<file path="src/rtl/frog_sprite_renderer_pkg.sv">
// Shared game constants: playfield geometry, colour format, palette and the frog sprite image.
// The movement block imports the same package so both agree on tile size and screen bounds.
package frog_sprite_renderer_pkg;

  localparam int GAME_TILE_SIZE = 32;
  localparam int GAME_H_VISIBLE = 640;
  localparam int GAME_V_VISIBLE = 480;
  localparam int COORD_W        = 10;
  localparam int RGB_W          = 9;
  localparam int PAL_IDX_W      = 3;
  localparam int ROM_ADDR_W     = 8;

  // 3:3:3 RGB, index 0 is never displayed (transparent)
  localparam logic [RGB_W-1:0] PALETTE [8] = '{
    9'h000, 9'h038, 9'h018, 9'h1F8, 9'h1FF, 9'h049, 9'h1C0, 9'h03F
  };

  // 16x16 frog, one hex digit per texel, leftmost digit is texel column 0
  localparam logic [63:0] FROG_IMAGE [16] = '{
    64'h0004_4000_0004_4000,
    64'h0045_5400_0045_5400,
    64'h0044_4400_0044_4400,
    64'h0011_1111_1111_1100,
    64'h0111_1111_1111_1110,
    64'h1112_2222_2222_2111,
    64'h1122_2223_3222_2211,
    64'h0122_2333_3332_2210,
    64'h0122_2333_3332_2210,
    64'h0112_2222_2222_2110,
    64'h0011_1226_6221_1100,
    64'h0001_1111_1111_1000,
    64'h0011_1000_0001_1100,
    64'h0110_0000_0000_0110,
    64'h1100_0000_0000_0011,
    64'h7700_0000_0000_0077
  };

  // Address is {texel_row, texel_col}; texel column 0 sits in the top nibble of the row word.
  function automatic logic [PAL_IDX_W-1:0] sprite_index(input logic [ROM_ADDR_W-1:0] addr);
    logic [5:0] lsb;
    lsb = {~addr[3:0], 2'b00};
    return FROG_IMAGE[addr[7:4]][lsb +: PAL_IDX_W];
  endfunction

endpackage

</file>
<file path="src/rtl/frog_sprite_renderer_rom.sv">
// 256x3 frog sprite ROM with a registered (synchronous) read port.
// Contents are folded from the package image so synthesis builds a block ROM without an init file.
module frog_sprite_rom
  import frog_sprite_renderer_pkg::*;
(
  input  logic                  i_Clk,
  input  logic                  i_Rst,
  input  logic [ROM_ADDR_W-1:0] i_Addr,
  output logic [PAL_IDX_W-1:0]  o_Index
);

  logic [PAL_IDX_W-1:0] index_d;
  logic [PAL_IDX_W-1:0] index_q;

  always_comb begin
    index_d = sprite_index(i_Addr);
  end

  always_ff @(posedge i_Clk or posedge i_Rst) begin
    if (i_Rst) begin
      index_q <= '0;
    end else begin
      index_q <= index_d;
    end
  end

  assign o_Index = index_q;

endmodule

</file>
<file path="src/rtl/frog_sprite_renderer.sv">
// Three-stage frog sprite overlay: hit test / ROM address, ROM read, palette lookup.
// Frog position is shadowed once per frame at the start of vertical blanking so a frame never tears.
module frog_sprite_renderer
  import frog_sprite_renderer_pkg::*;
#(
  parameter int               TILE_SIZE      = GAME_TILE_SIZE,
  parameter int               H_VISIBLE_AREA = GAME_H_VISIBLE,
  parameter int               V_VISIBLE_AREA = GAME_V_VISIBLE,
  parameter logic [RGB_W-1:0] BG_COLOR       = 9'h000
)(
  input  logic               i_Clk,
  input  logic               i_Rst,
  input  logic               i_HSync,
  input  logic               i_VSync,
  input  logic [COORD_W-1:0] i_Col_Count,
  input  logic [COORD_W-1:0] i_Row_Count,
  input  logic [COORD_W-1:0] i_Frog_X,
  input  logic [COORD_W-1:0] i_Frog_Y,
  input  logic               i_Draw_Frog,
  output logic [2:0]         o_Red,
  output logic [2:0]         o_Grn,
  output logic [2:0]         o_Blu,
  output logic               o_HSync,
  output logic               o_VSync,
  output logic               o_Frog_Pixel
);

  // Screen pixels per texel is 2^ADDR_SHIFT (sprite is 16x16 texels)
  localparam int ADDR_SHIFT = $clog2(TILE_SIZE) - 4;

  logic [COORD_W-1:0]    shadow_x_d, shadow_x_q;
  logic [COORD_W-1:0]    shadow_y_d, shadow_y_q;
  logic                  shadow_draw_d, shadow_draw_q;
  logic [ROM_ADDR_W-1:0] s1_addr_d, s1_addr_q;
  logic                  s1_hit_d, s1_hit_q;
  logic                  s1_vis_d, s1_vis_q;
  logic                  s2_hit_d, s2_hit_q;
  logic                  s2_vis_d, s2_vis_q;
  logic [PAL_IDX_W-1:0]  s2_index;
  logic [RGB_W-1:0]      rgb_d, rgb_q;
  logic                  frog_pix_d, frog_pix_q;
  logic [2:0]            hsync_pipe_d, hsync_pipe_q;
  logic [2:0]            vsync_pipe_d, vsync_pipe_q;

  logic                  latch;
  logic [COORD_W:0]      col_w, row_w, x_w, y_w;

  always_comb begin
    latch         = (i_Row_Count == COORD_W'(V_VISIBLE_AREA)) && (i_Col_Count == '0);
    shadow_x_d    = latch ? i_Frog_X    : shadow_x_q;
    shadow_y_d    = latch ? i_Frog_Y    : shadow_y_q;
    shadow_draw_d = latch ? i_Draw_Frog : shadow_draw_q;

    // 11-bit compares so X+TILE_SIZE at the right edge cannot wrap back to column 0
    col_w = {1'b0, i_Col_Count};
    row_w = {1'b0, i_Row_Count};
    x_w   = {1'b0, shadow_x_q};
    y_w   = {1'b0, shadow_y_q};

    s1_vis_d  = (col_w < (COORD_W+1)'(H_VISIBLE_AREA)) && (row_w < (COORD_W+1)'(V_VISIBLE_AREA));
    s1_hit_d  = shadow_draw_q && s1_vis_d &&
                (col_w >= x_w) && (col_w < x_w + (COORD_W+1)'(TILE_SIZE)) &&
                (row_w >= y_w) && (row_w < y_w + (COORD_W+1)'(TILE_SIZE));
    s1_addr_d = {4'((row_w - y_w) >> ADDR_SHIFT), 4'((col_w - x_w) >> ADDR_SHIFT)};

    s2_hit_d = s1_hit_q;
    s2_vis_d = s1_vis_q;

    rgb_d      = '0;
    frog_pix_d = 1'b0;
    if (s2_vis_q) begin
      if (s2_hit_q && (s2_index != '0)) begin
        rgb_d      = PALETTE[s2_index];
        frog_pix_d = 1'b1;
      end else begin
        rgb_d = BG_COLOR;
      end
    end

    hsync_pipe_d = {hsync_pipe_q[1:0], i_HSync};
    vsync_pipe_d = {vsync_pipe_q[1:0], i_VSync};
  end

  frog_sprite_rom u_rom (
    .i_Clk   (i_Clk),
    .i_Rst   (i_Rst),
    .i_Addr  (s1_addr_q),
    .o_Index (s2_index)
  );

  always_ff @(posedge i_Clk or posedge i_Rst) begin
    if (i_Rst) begin
      shadow_x_q    <= '0;
      shadow_y_q    <= '0;
      shadow_draw_q <= 1'b0;
      s1_addr_q     <= '0;
      s1_hit_q      <= 1'b0;
      s1_vis_q      <= 1'b0;
      s2_hit_q      <= 1'b0;
      s2_vis_q      <= 1'b0;
      rgb_q         <= '0;
      frog_pix_q    <= 1'b0;
      hsync_pipe_q  <= '0;
      vsync_pipe_q  <= '0;
    end else begin
      shadow_x_q    <= shadow_x_d;
      shadow_y_q    <= shadow_y_d;
      shadow_draw_q <= shadow_draw_d;
      s1_addr_q     <= s1_addr_d;
      s1_hit_q      <= s1_hit_d;
      s1_vis_q      <= s1_vis_d;
      s2_hit_q      <= s2_hit_d;
      s2_vis_q      <= s2_vis_d;
      rgb_q         <= rgb_d;
      frog_pix_q    <= frog_pix_d;
      hsync_pipe_q  <= hsync_pipe_d;
      vsync_pipe_q  <= vsync_pipe_d;
    end
  end

  assign o_Red        = rgb_q[8:6];
  assign o_Grn        = rgb_q[5:3];
  assign o_Blu        = rgb_q[2:0];
  assign o_Frog_Pixel = frog_pix_q;
  assign o_HSync      = hsync_pipe_q[2];
  assign o_VSync      = vsync_pipe_q[2];

endmodule

</file>
<file path="config.mk">
export PLATFORM = sky130hd
export DESIGN_NAME = frog_sprite_renderer
export DESIGN_NICKNAME = d
export VERILOG_FILES = /design/src/rtl/frog_sprite_renderer_pkg.sv /design/src/rtl/frog_sprite_renderer_rom.sv /design/src/rtl/frog_sprite_renderer.sv
export SDC_FILE = /design/constraint.sdc
export NUM_CORES = 1
export LEC_CHECK = 0
export ABC_AREA = 1
export BUFFER_PORTS_ARGS = -buffer_cell sky130_fd_sc_hd__buf_2
export CORE_MARGIN = 8
export CORE_UTILIZATION = 57
export DETAILED_ROUTE_END_ITERATION = 12
export PLACE_DENSITY = 0.93
export SYNTH_ARGS = -nofsm -noshare
export SYNTH_HDL_FRONTEND = slang
export SYNTH_SLANG_ARGS = --single-unit
</file>
<file path="constraint.sdc">
create_clock -name i_Clk -period 2.3 [get_ports i_Clk]
set_input_delay 0.345 -clock i_Clk [delete_from_list [all_inputs] [get_ports i_Clk]]
set_output_delay 0.345 -clock i_Clk [all_outputs]
set_load 0.1 [all_outputs]
</file>
==> flow_summary.toml, run 1 <==
[sta]
whs_ns = 0.135
fin_tns_setup_ns = 0
fmax_mhz = 517
setup_viol = 0
finalHoldViolations = 0
rsz0062_at_grt = "false"
skew_ns = 0.00905
final_max_slew_viol_count = 0
worstMarginPinSlew_ns = 0.607
post-route-period-util_pct = 84.1
slew_headroom_pct = 59.5
layout_min_cycle_time_ns = 1.94

[job]
drv_cap = 0

[synthesis]
synthAdderAreaFrac_pct = 15.6
syn_area_um2 = 3470
seq_area_frac_synth_pct = 36.1
synthMuxAreaShare_pct = 0
synth_top_family_by_area = "simple AND/OR/NAND/NOR gates"
yosys.area.top_type = "dfrtp_1"
synth_top_area_share_pct = 36.1
avgSynthCellArea_um2 = 7.94
ys_ff_latch = 50
synth_compound_area_share_pct = 11.1
ys_types = 30
synth-simple-area-share_pct = 24.0
syn-num-nets = 524
synth_warnings = 0
yosys-top-cells-area = "dfrtp_1 36%, ha_1 14%, nand2_1 12%, inv_1 8.0%, o21ai_2 5.6%"
netlist_instances = 437
post_synth_xor_area_fraction_pct = 2.78

[pwr]
totalPowerFinal_uw = 1860
power_frac_clock_pct = 27.8
ir_drop_v = 0.000342
power.switching_uw = 591
combPwrFrac_pct = 20.9
internal-power_uw = 1270
seqPwrFrac_pct = 51.3
leakage_uw = 0.00208
p_sw_share_pct = 31.8
power_density_nw_per_um2 = 480

[worst_setup_path]
critical_path_class = "flop to flop"
cp.required_ns = 2.50
crit_start = "shadow_y_q[5]"
path_max_fanout = 6
reg2reg_from = "shadow_y_q[5]"
r2r_slack_ns = 0.36
critPathCaptureType = "flop"
crit_arrival_ns = 2.13
start_kind = "flop"

[cts]
clk_path_buf_depth = 2
clock-sinks = 50
h-tree-depth = 2
cts_root_buf = "clkbuf_8"
postCtsHoldBufs = 0
numCtsBuffers = 5
cts_tree = "built"
clock_latency_ns = 0.31
post-cts-setup-buffer-count = 0
cts_resized = 0
clkTransAtPathRegs_ns = 0.10

[die]
placementRows = 28
initial_core_util_pct = 58.9
die_area_um2 = 8840
die_h_um = 94.0
coreArea_um2 = 5890
io_pins = 57
die_w_um = 94.0

[run_status]
status = "finished, final reports clean"

[final_layout]
syn_to_final_growth_pct = 11.6
fillCellCount = 490
drive_above_1_share_pct = 19.2
nets = 581
postLayoutCoreUtil_pct = 65.8
insertedDiodeCount = 0
layout_commonest_cell = "nand2_1"
layout_common_cells = "111 x nand2_1, 73 x inv_1, 56 x buf_2"

[min_path]
min_from = "i_VSync"
hold_path_class = "primary input to flop"

[placement]
numPortBuffers = 56
hpwl_um = 6060
gp_congestion = 0.907

[global_routing]
grt_max_degree = 51
antenna_found_initial = 0
grt_pass1_vias = 3076
grt_usage_pct = 18.0
grt-ovfl-total = 0
grt_pass1_wl_um = 13100

[route]
antenna_left = 0
dr.first_iter.drc_count = 144
num_vias = 3053
avgViaCountPerCell = 5.36
drt-wirelength-per-cell_um = 13.5
drt-total-wl_um = 7710
drc_errors = 0
first_pass_iters = 4
[power groups by stage]
| stage | combinational, uW | sequential (uW) | clock [uW] |
|---|---|---|---|
| final | 388 | 952 | 517 |
| after global routing | 443 | 958 | 562 |
| after CTS | 387 | 951 | 524 |
| after detailed placement | 382 | 969 | 0 |
| after global placement | 364 | 966 | 0 |
| after floorplan | 266 | 963 | 0 |
[logic make-up after synthesis]
group	count (synthesis)
AOI/OAI and AO/OA	57
xor gates and xnor gates	11
adders and majority gates	42
buffers and inverters	84
DFF	50
and+or+nand+nor	193
[through the flow]
stage          area (um^2)  setup WS, ns  instances
2_1_floorplan         3470         0.610        437
3_3_place_gp          3780         0.542        562
3_5_place_dp          3780         0.423        562
4_1_cts               3870         0.383        570
5_1_grt               3870         0.190        570
6_report              3870         0.365        570
[metal layers]
| layer | GRT usage (%) | part of all wire (%) | vias to the layer above |
|---|---|---|---|
| li1 | - | - | 1504 |
| met2 | 32.3 | 51 | 104 |
| met3 | 4.32 | 6.7 | 21 |
| met4 | 6.74 | 2.3 | 0 |
| met5 | 0 | 0 | - |
| met1 | 20.0 | 40 | 1424 |
[synthesized netlist by cell type]
cell type,instances
o22ai_1,1
nand4_1,7
and2_1,1
nor3_1,4
buf_6,4
xnor2_1,3
a21o_1,2
a21oi_1,17
a22oi_1,1
nand3_1,31
o21ai_0,9
nand2_1,111
a211oi_1,1
a21boi_0,1
nor2_1,32
xor2_1,8
o21ai_1,1
nand3b_1,3
buf_4,4
a31oi_1,1
o2111ai_1,1
fa_1,2
nor2_4,1
dfrtp_1,50
nor4_2,2
nand4_2,1
inv_2,2
o21ai_2,22
ha_1,40
inv_1,74
[sequential cells by signal, summed over array words and instances, names as in the netlist]
| name | count |
|---|---|
| shadow_y_q | 10 |
| s2_hit_q | 1 |
| s1_vis_q | 1 |
| shadow_x_q | 10 |
| s1_hit_q | 1 |
| u_rom.o_Index | 3 |
| vsync_pipe_q | 3 |
| shadow_draw_q | 1 |
| s2_vis_q | 1 |
| o_Frog_Pixel | 1 |
| rgb_q | 7 |
| hsync_pipe_q | 3 |
| s1_addr_q | 8 |
[layout make-up]
class | count | area (um^2) | area share (%)
Sequential cell | 50 | 1250 | 32.3
Multi-Input combinational cell | 303 | 1860 | 48.0
Clock buffer | 5 | 68.8 | 1.78
Clock inverter | 3 | 18.8 | 0.485
Timing Repair Buffer | 58 | 295 | 7.63
Inverter | 76 | 285 | 7.37
Tap cell | 75 | 93.8 | 2.42
[worst paths after layout]
kind,cells after the start,end
setup / recovery,10,s1_hit_q
hold / removal,1,vsync_pipe_q[0]
setup reg to reg,10,s1_hit_q
hold reg to reg,0,vsync_pipe_q[2]
max in group asynchronous,3,shadow_y_q[1]
min in group asynchronous,3,vsync_pipe_q[0]
[critical path, cell delays in order, from the launching register on]
cell and delay, ns:
dfrtp_1 0.45, ha_1 0.23, nand3_1 0.10, xor2_1 0.16, ha_1 0.29, a21boi_0 0.26
nand2_1 0.09, nor2_1 0.09, nor2_1 0.04, nand2_1 0.06, nor2_1 0.05
No activity file was read; power rests on OpenSTA's default activity.
==> run 2: changes to the inputs <==
==> constraint.sdc (replaced) <==
create_clock -name i_Clk -period 1.9 [get_ports i_Clk]
set_input_delay 0.285 -clock i_Clk [delete_from_list [all_inputs] [get_ports i_Clk]]
set_output_delay 0.285 -clock i_Clk [all_outputs]
set_load 0.1 [all_outputs]
==> flow_summary.toml, run 2 (synthesized netlist as in run 1, its figures left out) <==
[sta]
fmax_mhz = 558
worstMarginPinSlew_ns = 0.613
setup_viol = 0
post-route-period-util_pct = 94.3
layout_min_cycle_time_ns = 1.79
final_max_slew_viol_count = 0
finalHoldViolations = 0
skew_ns = 0.00914
slew_headroom_pct = 59.1

[route]
drt-total-wl_um = 7550
antenna_left = 0
dr.first_iter.drc_count = 132
drt-wirelength-per-cell_um = 13.1
avgViaCountPerCell = 5.27
drc_errors = 0
num_vias = 3029
first_pass_iters = 4

[pwr]
totalPowerFinal_uw = 2380
power_density_nw_per_um2 = 599
leakage_uw = 0.00212
ir_drop_v = 0.000427

[cts]
clk_path_buf_depth = 2
cts_tree = "built"
clock-sinks = 50
postCtsHoldBufs = 0
numCtsBuffers = 5
cts_root_buf = "clkbuf_8"
clock_latency_ns = 0.30
clkTransAtPathRegs_ns = 0.10
h-tree-depth = 2

[global_routing]
grt_pass1_wl_um = 12600
grt_usage_pct = 17.1
grt_max_degree = 51
grt_pass1_vias = 2985
antenna_found_initial = 0
grt-ovfl-total = 0

[worst_setup_path]
slowest_delay_ns = 0.40
cp_cell_sequence = "ha_2, nand3_2, xor2_1, ha_1, a21boi_2, nand2_1, nor2_1, nor2_1, nand2_1, nor2_1"
r2r_slack_ns = 0.11
cp_num_buf_inv = 0
critPathTopFamily = "adder cells"
cp_slowest_cell = "dfrtp_1"
cp.required_ns = 2.10
path_max_fanout = 3
start_kind = "flop"
cpMostUsedCell = "nor2_1"
critPathCaptureType = "flop"
critical_path_class = "flop to flop"
crit_arrival_ns = 1.99

[min_path]
hold_path_class = "primary input to flop"

[die]
coreArea_um2 = 5890
placementRows = 28
die_area_um2 = 8840
die_h_um = 94.0
initial_core_util_pct = 58.9
die_w_um = 94.0
io_pins = 57

[final_layout]
layout_commonest_cell = "nand2_1"
insertedDiodeCount = 0
nets = 586
drive_above_1_share_pct = 21.0
syn_to_final_growth_pct = 14.4
fillCellCount = 454
layout_common_cells = "111 x nand2_1, 72 x inv_1, 56 x buf_2"
seqCellArea_um2 = 1250
design_area_um2 = 3970
multiInputGateArea_um2 = 1870
top_regs = "shadow_x_q: 10 flops, shadow_y_q: 10 flops, s1_addr_q: 8 flops"

[job]
drv_cap = 0

[placement]
numPortBuffers = 56
hpwl_um = 5950
dpl_cell_area_um2 = 3800
gp_congestion = 0.883

[run_status]
status = "finished, final reports clean"
run 2: layout make-up:
cell class | count | share of cell area (%)
clock inverter | 3 | 1.23
tap | 75 | 2.37
timing repair buffer | 63 | 8.71
sequential | 50 | 31.5
multi-input combinational | 303 | 47.2
clock buffer | 5 | 1.74
inverter | 76 | 7.19
run 2: final timing paths:
check / startpoint / endpoint / cells past startpoint
max: shadow_y_q[6] / s1_hit_q / 10
min: i_HSync / hsync_pipe_q[0] / 1
max reg2reg: shadow_y_q[6] / s1_hit_q / 10
min reg2reg: hsync_pipe_q[1] / hsync_pipe_q[2] / 0
max in group asynchronous: i_Rst / shadow_y_q[6] / 3
min in group asynchronous: i_Rst / vsync_pipe_q[0] / 3
run 2: repair_timing:
| item | 4_1_cts | 5_1_grt |
|---|---|---|
| buffers inserted | 0 | 4 |
| hold endpoints to repair | 0 | 0 |
| gates cloned | 0 | 0 |
| resized for setup | 1 | 5 |
| pin swaps | 0 | 5 |
| setup endpoints to repair | 1 | 1 |
run 2: through the flow:
step / setup WS, ns / util, % / TNS (ns) / std cells / hold slack (ns)
after detailed placement: -0.0122 / 64.6 / -0.0122 / 563 / 0.336
after CTS: 0.0290 / 66.6 / 0 / 571 / 0.0731
after global placement: 0.167 / 64.6 / 0 / 563 / 0.332
final: 0.109 / 67.4 / 0 / 575 / 0.0789
after floorplan: 0.210 / - / 0 / 437 / 0.316
after global routing: -0.0264 / 67.4 / -0.0264 / 575 / 0.0639
run 2: worst reg2reg max path, delay by kind of cell (launching register included):
family	cells	cell delay, ns
AO/OA/AOI/OAI	1	0.19
adder cells (fa/ha/maj)	2	0.53
AND/OR/NAND/NOR	6	0.42
flip-flops	1	0.40
XOR/XNOR	1	0.17
run 2: layer usage:
metal  share of wire (%)  track usage [%]  routed length, um
met1                  40             19.3               3010
met2                  53             31.6               4020
met3                 5.1             3.76                385
met4                 1.8             4.36                133
met5                   0                0                  0
run 2: report_power, final:
part | switching [uW] | internal, uW | total, uW
clock network | 361 | 401 | 762
registers | 50.4 | 1100 | 1150
logic | 291 | 172 | 463
total | 702 | 1670 | 2380
